===== src/rtl/heater_pkg.sv =====
// heater_pkg: shared types, LFSR seed/polynomial table and the
// lowest-set-bit picker used by the heater bank sequencer.
package heater_pkg;

  typedef enum logic {
    S_IDLE,
    S_WAIT
  } seq_state_t;

  localparam logic [63:0] LFSR_SEED = 64'h9E37_79B9_7F4A_7C15;

  // Galois right-shift tap masks, maximal length for listed widths
  function automatic logic [63:0] lfsr_poly(input int w);
    logic [63:0] p;
    unique case (w)
      8:       p = 64'h0000_0000_0000_00B8;
      16:      p = 64'h0000_0000_0000_D008;
      24:      p = 64'h0000_0000_00E1_0000;
      32:      p = 64'h0000_0000_8020_0003;
      48:      p = 64'h0000_C000_0018_0000;
      64:      p = 64'hD800_0000_0000_0000;
      default: p = (64'd1 << (w - 1)) | 64'd1;
    endcase
    return p;
  endfunction

  // one-hot of the lowest set bit, zero if none
  function automatic logic [63:0] lowest_set(input logic [63:0] v);
    return v & (~v + 64'd1);
  endfunction

endpackage


===== src/rtl/heater_bank_if.sv =====
// heater_bank_if: GPIO-side control/status bundle of the heater bank.
// master drives enable/duty/err_clear/inject_err, slave returns status.
interface heater_bank_if #(
  parameter int N_CH   = 32,
  parameter int DUTY_W = 8
);
  logic [N_CH-1:0]   enable;
  logic [DUTY_W-1:0] duty;
  logic [N_CH-1:0]   err_clear;
  logic [N_CH-1:0]   inject_err;
  logic [N_CH-1:0]   error;
  logic [N_CH-1:0]   granted;
  logic [N_CH-1:0]   active;
  logic              ramp_busy;

  modport master (
    output enable, duty, err_clear, inject_err,
    input  error, granted, active, ramp_busy
  );

  modport slave (
    input  enable, duty, err_clear, inject_err,
    output error, granted, active, ramp_busy
  );
endinterface


===== src/rtl/heater_channel.sv =====
// heater_channel: dual LFSR load with self-check, inject hook, resync,
// sticky error latch and registered active flag (ports: run inputs, flags).
module heater_channel
  import heater_pkg::*;
#(
  parameter int LFSR_W = 32
) (
  input  logic clk,
  input  logic rst_n,
  input  logic granted,
  input  logic pwm_on,
  input  logic inject_err,
  input  logic err_clear,
  output logic error,
  output logic active
);

  localparam logic [63:0] POLY64 = lfsr_poly(LFSR_W);
  localparam logic [LFSR_W-1:0] POLY = POLY64[LFSR_W-1:0];
  localparam logic [LFSR_W-1:0] SEED = LFSR_SEED[LFSR_W-1:0];

  function automatic logic [LFSR_W-1:0] step(
    input logic [LFSR_W-1:0] s
  );
    return s[0] ? ((s >> 1) ^ POLY) : (s >> 1);
  endfunction

  logic              run;
  logic              mismatch;
  logic [LFSR_W-1:0] pri;
  logic [LFSR_W-1:0] shd;
  logic [LFSR_W-1:0] pri_nxt;
  logic [LFSR_W-1:0] shd_nxt;

  always_comb begin
    run      = granted & pwm_on;
    mismatch = (pri != shd);
    pri_nxt  = run ? step(pri) : pri;
    // a detected mismatch resyncs the shadow so it lasts one cycle
    shd_nxt  = mismatch ? pri_nxt : (run ? step(shd) : shd);
    shd_nxt[0] = shd_nxt[0] ^ inject_err;
  end

  always_ff @(posedge clk or negedge rst_n) begin
    if (!rst_n) begin
      pri    <= SEED;
      shd    <= SEED;
      error  <= 1'b0;
      active <= 1'b0;
    end else begin
      pri    <= pri_nxt;
      shd    <= shd_nxt;
      error  <= mismatch | (error & ~err_clear);
      active <= run;
    end
  end

endmodule


===== src/rtl/heater_bank.sv =====
// heater_bank: PWM throttle, staggered-start sequencer and N_CH heater
// channels; clk/rst_n plus the heater_bank_if slave bundle.
module heater_bank
  import heater_pkg::*;
#(
  parameter int N_CH     = 32,
  parameter int LFSR_W   = 32,
  parameter int DUTY_W   = 8,
  parameter int RAMP_DIV = 1024
) (
  input logic          clk,
  input logic          rst_n,
  heater_bank_if.slave bus
);

  localparam int CW = $clog2(RAMP_DIV);
  localparam logic [CW-1:0] WAIT_INIT = CW'(RAMP_DIV - 1);

  logic [DUTY_W-1:0] pwm_cnt;
  logic              pwm_on;
  seq_state_t        state;
  seq_state_t        state_nxt;
  logic [CW-1:0]     wait_cnt;
  logic [CW-1:0]     wait_nxt;
  logic [N_CH-1:0]   granted;
  logic [N_CH-1:0]   grant_nxt;
  logic [N_CH-1:0]   pend;

  always_comb begin
    pwm_on    = (pwm_cnt < bus.duty);
    pend      = bus.enable & ~granted;
    state_nxt = state;
    wait_nxt  = wait_cnt;
    // shutdown is immediate in every state
    grant_nxt = granted & bus.enable;
    unique case (state)
      S_IDLE: begin
        if (|pend) begin
          grant_nxt = grant_nxt
                    | N_CH'(lowest_set(64'(pend)));
          state_nxt = S_WAIT;
          wait_nxt  = WAIT_INIT;
        end
      end
      S_WAIT: begin
        if (wait_cnt == '0) state_nxt = S_IDLE;
        else wait_nxt = wait_cnt - CW'(1);
      end
      default: state_nxt = S_IDLE;
    endcase
  end

  always_ff @(posedge clk or negedge rst_n) begin
    if (!rst_n) begin
      pwm_cnt  <= '0;
      state    <= S_IDLE;
      wait_cnt <= '0;
      granted  <= '0;
    end else begin
      pwm_cnt  <= pwm_cnt + DUTY_W'(1);
      state    <= state_nxt;
      wait_cnt <= wait_nxt;
      granted  <= grant_nxt;
    end
  end

  assign bus.granted   = granted;
  assign bus.ramp_busy = (state == S_WAIT);

  for (genvar i = 0; i < N_CH; i++) begin : g_ch
    heater_channel #(
      .LFSR_W(LFSR_W)
    ) u_ch (
      .clk       (clk),
      .rst_n     (rst_n),
      .granted   (granted[i]),
      .pwm_on    (pwm_on),
      .inject_err(bus.inject_err[i]),
      .err_clear (bus.err_clear[i]),
      .error     (bus.error[i]),
      .active    (bus.active[i])
    );
  end

endmodule

===== src/flat_wrapper.sv =====
// flat-port wrapper written by rule: the top's interface ports become plain ports
module heater_bank_flat import heater_pkg::*;
#(
  parameter int N_CH     = 32,
  parameter int LFSR_W   = 32,
  parameter int DUTY_W   = 8,
  parameter int RAMP_DIV = 1024
)
  (clk, rst_n, bus_enable, bus_duty, bus_err_clear, bus_inject_err, bus_error, bus_granted, bus_active, bus_ramp_busy);
  heater_bank_if #(.N_CH(N_CH), .DUTY_W(DUTY_W)) bus_i ();
  input logic clk;
  input logic rst_n;
  input wire logic [$bits(bus_i.enable)-1:0] bus_enable;
  input wire logic [$bits(bus_i.duty)-1:0] bus_duty;
  input wire logic [$bits(bus_i.err_clear)-1:0] bus_err_clear;
  input wire logic [$bits(bus_i.inject_err)-1:0] bus_inject_err;
  output wire logic [$bits(bus_i.error)-1:0] bus_error;
  output wire logic [$bits(bus_i.granted)-1:0] bus_granted;
  output wire logic [$bits(bus_i.active)-1:0] bus_active;
  output wire logic [$bits(bus_i.ramp_busy)-1:0] bus_ramp_busy;
  assign bus_i.enable = bus_enable;
  assign bus_i.duty = bus_duty;
  assign bus_i.err_clear = bus_err_clear;
  assign bus_i.inject_err = bus_inject_err;
  assign bus_error = bus_i.error;
  assign bus_granted = bus_i.granted;
  assign bus_active = bus_i.active;
  assign bus_ramp_busy = bus_i.ramp_busy;
  heater_bank #(.N_CH(N_CH), .LFSR_W(LFSR_W), .DUTY_W(DUTY_W), .RAMP_DIV(RAMP_DIV)) u_core (.clk(clk), .rst_n(rst_n), .bus(bus_i));
endmodule

===== config.mk =====
export PLATFORM = sky130hd
export DESIGN_NAME = heater_bank_flat
export DESIGN_NICKNAME = d
export VERILOG_FILES = /design/src/rtl/heater_pkg.sv /design/src/rtl/heater_bank_if.sv /design/src/rtl/heater_channel.sv /design/src/rtl/heater_bank.sv /design/src/flat_wrapper.sv
export SDC_FILE = /design/constraint.sdc
export NUM_CORES = 2
export LEC_CHECK = 0
export BUFFER_PORTS_ARGS = -buffer_cell sky130_fd_sc_hd__buf_2
export CAP_MARGIN = 40
export CORE_UTILIZATION = 55
export DETAILED_ROUTE_END_ITERATION = 16
export MAX_ROUTING_LAYER = met4
export PLACE_DENSITY = 0.71
export SETUP_SLACK_MARGIN = 0.02
export SKIP_CTS_REPAIR_TIMING = 1
export SLEW_MARGIN = 10
export SYNTH_ARGS = -nofsm -noshare
export SYNTH_HDL_FRONTEND = slang
export SYNTH_SLANG_ARGS = --single-unit

===== constraint.sdc =====
create_clock -name clk -period 2.7 [get_ports clk]
set_clock_uncertainty 0.1 [all_clocks]
set_input_delay 0.54 -clock clk [delete_from_list [all_inputs] [get_ports clk]]
set_output_delay 0.54 -clock clk [all_outputs]
set_load 0.01 [all_outputs]

* Word level (Yosys, flattened, before mapping)
Index checks and enable logic that the tools add are counted.
** Word-level totals
- Word-level logic and storage cells :: 636
- Input bits :: 106
- Register bits after elaboration :: 2163
** Cells by class
- Magnitude comparators :: 1
- Equality and inequality tests :: 34
- Mux-type cells :: 168
- Reductions and logical operators :: 35
- Add/subtract/negate cells :: 3
- Bitwise operators :: 231
** Operators with widths (number)
- $mux 32 :: 162
- $ne 32x32->1 :: 32
- $not 3->4 :: 64
- $and 32x32->32 :: 3
- $and 1x1->1 :: 64
- $not 32->32 :: 2
- $reduce_bool 2->1 :: 32
- $not 1->1 :: 33
- $add 32x1->32 const B :: 1
- $or 1x1->1 :: 32
- $or 32x32->32 :: 1
- $reduce_or 32->1 :: 1
- $xor 1x1->1 :: 32
- $mux 10 :: 2
- $pmux 10 s2 :: 1
- $logic_not 10->1 :: 1
- $sub 10x1->10 const B :: 1
- $add 8x1->8 const B :: 1
- $lt 8x8->1 :: 1
- $mux 1 :: 2
- $ne 2x1->1 const B :: 1
- $ne 2x2->1 const B :: 1
- $pmux 1 s2 :: 1
- $reduce_and 2->1 :: 1

* Depth between registers and ports, before layout
- Word-level depth :: 8
- Mapped depth :: 11
- Depth with buffers taken out :: 8

* Hierarchy
From an unflattened synthesis, not the netlist that was laid out.
** Unflattened totals
- Cells, all modules :: 6379
- Area, all modules :: 99246.4 um2
** Modules (own cells, without submodules)
- heater_channel :: area an instance 3012.9 um2, sequential area each 1696.6 um2, cells each 190, instances 32
- heater_bank :: area an instance 2834.0 um2, sequential area each 1276.2 um2, cells each 299, instances 1

* Least setup slack after synthesis
No wires, ideal clock.
- Path type :: input to register
- From :: input port bus_duty[2]
- To :: register u_core.g_ch[16].u_ch.pri[18]
- Cell stages on the path :: 10
- Arrival :: 2.408 ns
- Data required time :: 2.475 ns
- Setup slack :: 0.067 ns
- Cells stage by stage :: inv_1 > ha_1 > a211oi_1 > o21ai_1 > a211oi_2 > buf_6 > and2_4 > buf_6 > buf_6 > mux2_2
** On the way
- Longest elaborated chain between the ends :: 3
** RTL lines
- start, declared :: line flat_wrapper.sv:14 : input wire logic [$bits(bus_i.duty)-1:0] bus_duty;
- $lt 8x8->1 :: line heater_bank.sv:30 : pwm_on = (pwm_cnt < bus.duty);
- $and 1x1->1 :: line heater_channel.sv:36 : run = granted & pwm_on;
- $mux 32 :: line heater_channel.sv:38 : pri_nxt = run ? step(pri) : pri;
- named net u_core.g_ch[16].u_ch.pri_nxt[18] :: line heater_channel.sv:32 : logic [LFSR_W-1:0] pri_nxt;
- end signal, assigned :: line heater_channel.sv:51 : pri <= pri_nxt;
- end, declared :: line heater_channel.sv:30 : logic [LFSR_W-1:0] pri;
The timed path passes the listed nets, and every way through them passes these cells.
A chain may end at the register's enable or synchronous reset.

* Worst setup path after layout
- From :: register u_core.pwm_cnt[2]
- To :: register u_core.g_ch[15].u_ch.shd[27]
** On the way
- Longest elaborated chain between the ends :: 4
- Elaborated cells on any way between the ends :: 5
** RTL lines
- start, declared :: line heater_bank.sv:19 : logic [DUTY_W-1:0] pwm_cnt;
- start signal, assigned :: line heater_bank.sv:60 : pwm_cnt <= pwm_cnt + DUTY_W'(1);
- $lt 8x8->1 (*) :: line heater_bank.sv:30
- $and 1x1->1 (*) :: line heater_channel.sv:36
- $mux 32 :: line heater_channel.sv:38
- $mux 32 :: line heater_channel.sv:40 : shd_nxt = mismatch ? pri_nxt : (run ? step(shd) : shd);
- end signal, assigned :: line heater_channel.sv:52 : shd <= shd_nxt;
- end, declared :: line heater_channel.sv:31 : logic [LFSR_W-1:0] shd;
Every way passes the cells marked *; elsewhere a longest branch is shown, timed or not.

==> results_dict.tcl <==
set metrics [dict create \
    final_antenna_net_count 0 \
    reg2reg_depth 9 \
    hold_violations 0 \
    ys_types 51 \
    stdcell_area_um2 109000 \
    clock-sinks 2163 \
    grt_pass1_wl_mm 268 \
    whs_endpoint "u_core.g_ch[23].u_ch.error" \
    status "complete, but fails checks" \
    cellInternalPower_uw 50600 \
    p_leak_uw 0.0516 \
    num_io_pins 203 \
    multi_input_area_um2 36800 \
    crit_fanout 17 \
    rows 152 \
    fmax_mhz 364 \
    syn2layout_area_growth_pct 14.5 \
    ys_ff_latch 2163 \
    dieArea_um2 174000 \
    holdPathStages 5 \
    min-delay-start "bus_err_clear[23]" \
    max_slew.worst_pin.slew_ns 0.714 \
    wirelength_mm 168 \
    ys_top_cells_by_area "dfstp_2 32%, dfrtp_1 27%, mux2_2 21%" \
    worstPathArrival_ns 3.39 \
    netlist_area_um2 95000 \
    min_period_over_period_pct 102 \
    synth-simple-area-share_pct 3.87 \
    grt_max_degree 107 \
    hp-class "input pin to register" \
    setup_ws_ns -0.0447 \
    start_util_pct 55.4 \
    r2r_start "u_core.pwm_cnt[2]" \
    via_count 49100 \
    place_congestion 0.792 \
    ys_seq_area_share_pct 58.5 \
    drtIter0Drc 2115 \
    yosys.area.top_type "dfstp_2" \
    drive_gt1_share_pct 54.8 \
    violations "negative setup slack" \
    switching_share_pct 21.1 \
    clk_latency_ns 0.83 \
    overflow 0 \
    synth_adder_area_share_pct 0.118 \
    drcViolationCount 0 \
    syn_nets 6529 \
    tritoncts "done" \
    ys.flop_type "dfstp_2" \
    coreArea_um2 172000 \
    synth_commonest_cells "1759 x mux2_2, 1152 x dfstp_2, 1011 x dfrtp_1, 677 x xor2_1, 519 x xnor2_1" \
    vdd_drop_max_mv 0.567 \
    tns_ns -3.78 \
    fp.dieH_um 418 \
    synth_xor_area_share_pct 11.0 \
    root_buffer "clkbuf_16" \
    crit_type "register to register" \
    clock_power_share_pct 46.4 \
    p_sw_uw 13500 \
    htree_levels 4 \
    dr.pass1.iters 5 \
    clk_transition_reported_paths_ns 0.06 \
    p_seq_share_pct 51.2 \
    synth_top_area_share_pct 31.8 \
    place_ws_ns -0.451 \
    dp_hpwl_mm 109 \
    syn-mean-instance-area_um2 14.8 \
    comb_power_share_pct 2.4 \
    vias_per_cell 5.23 \
    final_nets 6999 \
    synth_compound_area_share_pct 1.14 \
    die_x_um 418 \
    grt_usage_pct 19.5 \
    critPathRequiredTime_ns 3.34 \
    grt_pass1_vias 50900 \
    port_buffers 202 \
    synth_edf_count 0 \
    cts_buffer_depth 3 \
    setup_viol 292 \
    cts_buffers 222 \
    fillerInstances 13000 \
    ys_warn_count 0 \
    cp-end-kind "register" \
    grt_setup_unrepaired "true" \
    r2r_setup_slack_ns -0.04 \
    max_cap_viol_count 0 \
    ff_latch_area_um2 55600 \
    antenna_found_initial 7 \
    synthMuxAreaShare_pct 22.0 \
    avgRoutedWirePerCell_um 17.9 \
    synth_cells 6414 \
    timing.rr.end "u_core.g_ch[15].u_ch.shd[27]" \
    slew_headroom_pct 52.3 \
    critPathLaunchType "register" \
    report.power.total_uw 64100 \
    synth_top_family_by_area "multiplexers" \
    place_area_um2 99200 \
    power_density_nw_per_um2 589 \
    async_flop_share_pct 100 \
    yosysMostFrequentCell "mux2_2" \
    slew_viol_final 0 \
    finalCriticalPeriod_ns 2.74 \
]
kinds of logic after synthesis:
logic type	Yosys count
flip-flops	2163
multiplexers	1857
XOR/XNOR	1196
AND/OR/NAND/NOR	625
buffers and inverters	381
AO/OA/AOI/OAI	183
adder cells (fa/ha/maj)	9
how the worst max path moves through the flow:
stage / start / endpoint / slack (ns) / depth (start not counted)
after floorplan: bus_duty[2] / u_core.g_ch[16].u_ch.pri[18] / 0.07 / 10
after global placement: bus_duty[2] / u_core.g_ch[31].u_ch.pri[3] / -0.42 / 11
after detailed placement: bus_duty[2] / u_core.g_ch[31].u_ch.shd[8] / -0.45 / 11
after CTS: u_core.pwm_cnt[2] / u_core.g_ch[31].u_ch.pri[23] / -0.18 / 9
after global routing: u_core.pwm_cnt[2] / u_core.g_ch[13].u_ch.pri[5] / -0.13 / 9
final: u_core.pwm_cnt[2] / u_core.g_ch[15].u_ch.shd[27] / -0.04 / 9
layout by cell type (no fill, tap or decap), types with 25 or more instances in the layout:
| cell | n |
|---|---|
| nand2_1 | 27 |
| xnor2_1 | 511 |
| dfstp_2 | 1152 |
| clkbuf_16 | 262 |
| dfrtp_1 | 1011 |
| nand2b_1 | 47 |
| buf_4 | 163 |
| nor4_1 | 195 |
| inv_1 | 25 |
| mux2_4 | 100 |
| buf_2 | 201 |
| nand4_1 | 131 |
| nor2_1 | 81 |
| clkinv_2 | 42 |
| mux2_2 | 1667 |
| nand3_1 | 43 |
| a21oi_1 | 135 |
| buf_12 | 107 |
| clkbuf_8 | 52 |
| xor2_1 | 677 |
| dlygate4sd3_1 | 65 |
| mux2_1 | 90 |
| and2_4 | 34 |
| clkbuf_1 | 83 |
| nand2_2 | 28 |
stage by stage:
step | util (%) | instances | hold slack [ns]
global placement | 57.8 | 8845 | 0.382
CTS | 62.0 | 9269 | -0.504
finish | 63.5 | 9401 | 0.0831
global route | 63.5 | 9399 | 0.0743
detailed placement | 57.8 | 8845 | 0.380
floorplan | - | 6414 | 0.144
flip-flops by register name, indices dropped and copies added, names as in the netlist:
| name | count |
|---|---|
| u_core.g_ch.u_ch.pri | 1024 |
| u_core.g_ch.u_ch.shd | 1024 |
| u_core.bus.granted | 32 |
| u_core.g_ch.u_ch.active | 32 |
| u_core.g_ch.u_ch.error | 32 |
| u_core.wait_cnt | 10 |
| u_core.pwm_cnt | 8 |
| u_core.bus.ramp_busy | 1 |
per-layer routing:
metal	vias to the layer above	global-route usage, %	share of wire, %
met1	25100	24.7	44
met4	0	6.70	2.9
met5	-	-	0
met3	277	3.22	2.8
li1	23200	-	-
met2	485	32.0	51
worst max-delay path: stages, from the launching register on:
cell       delay [ns]
dfrtp_1          0.41
ha_4             0.26
a211oi_4         0.26
o21ai_2          0.10
a211oi_4         0.28
buf_12           0.20
buf_16           0.18
and2_4           0.26
clkbuf_16        0.22
mux2_2           0.35
power groups by stage:
stage               clock network (µW)  registers, µW  logic (µW)
finish                           29700          32800        1560
global route                     32000          32800        1780
CTS                              30700          32800        1510
detailed placement                   0          33300        1510
global placement                     0          33300        1470
floorplan                            0          33300         483
layout make-up:
cell class	count	share of cell area, %
multi-input cells	3873	33.8
clock buffers	361	6.14
repair buffers	599	5.76
flip-flops and latches	2163	51.0
well taps	2310	2.66
inverters	25	0.0862
clock inverters	63	0.505
diodes	7	0.0161
(Power assumes the default switching activity.)
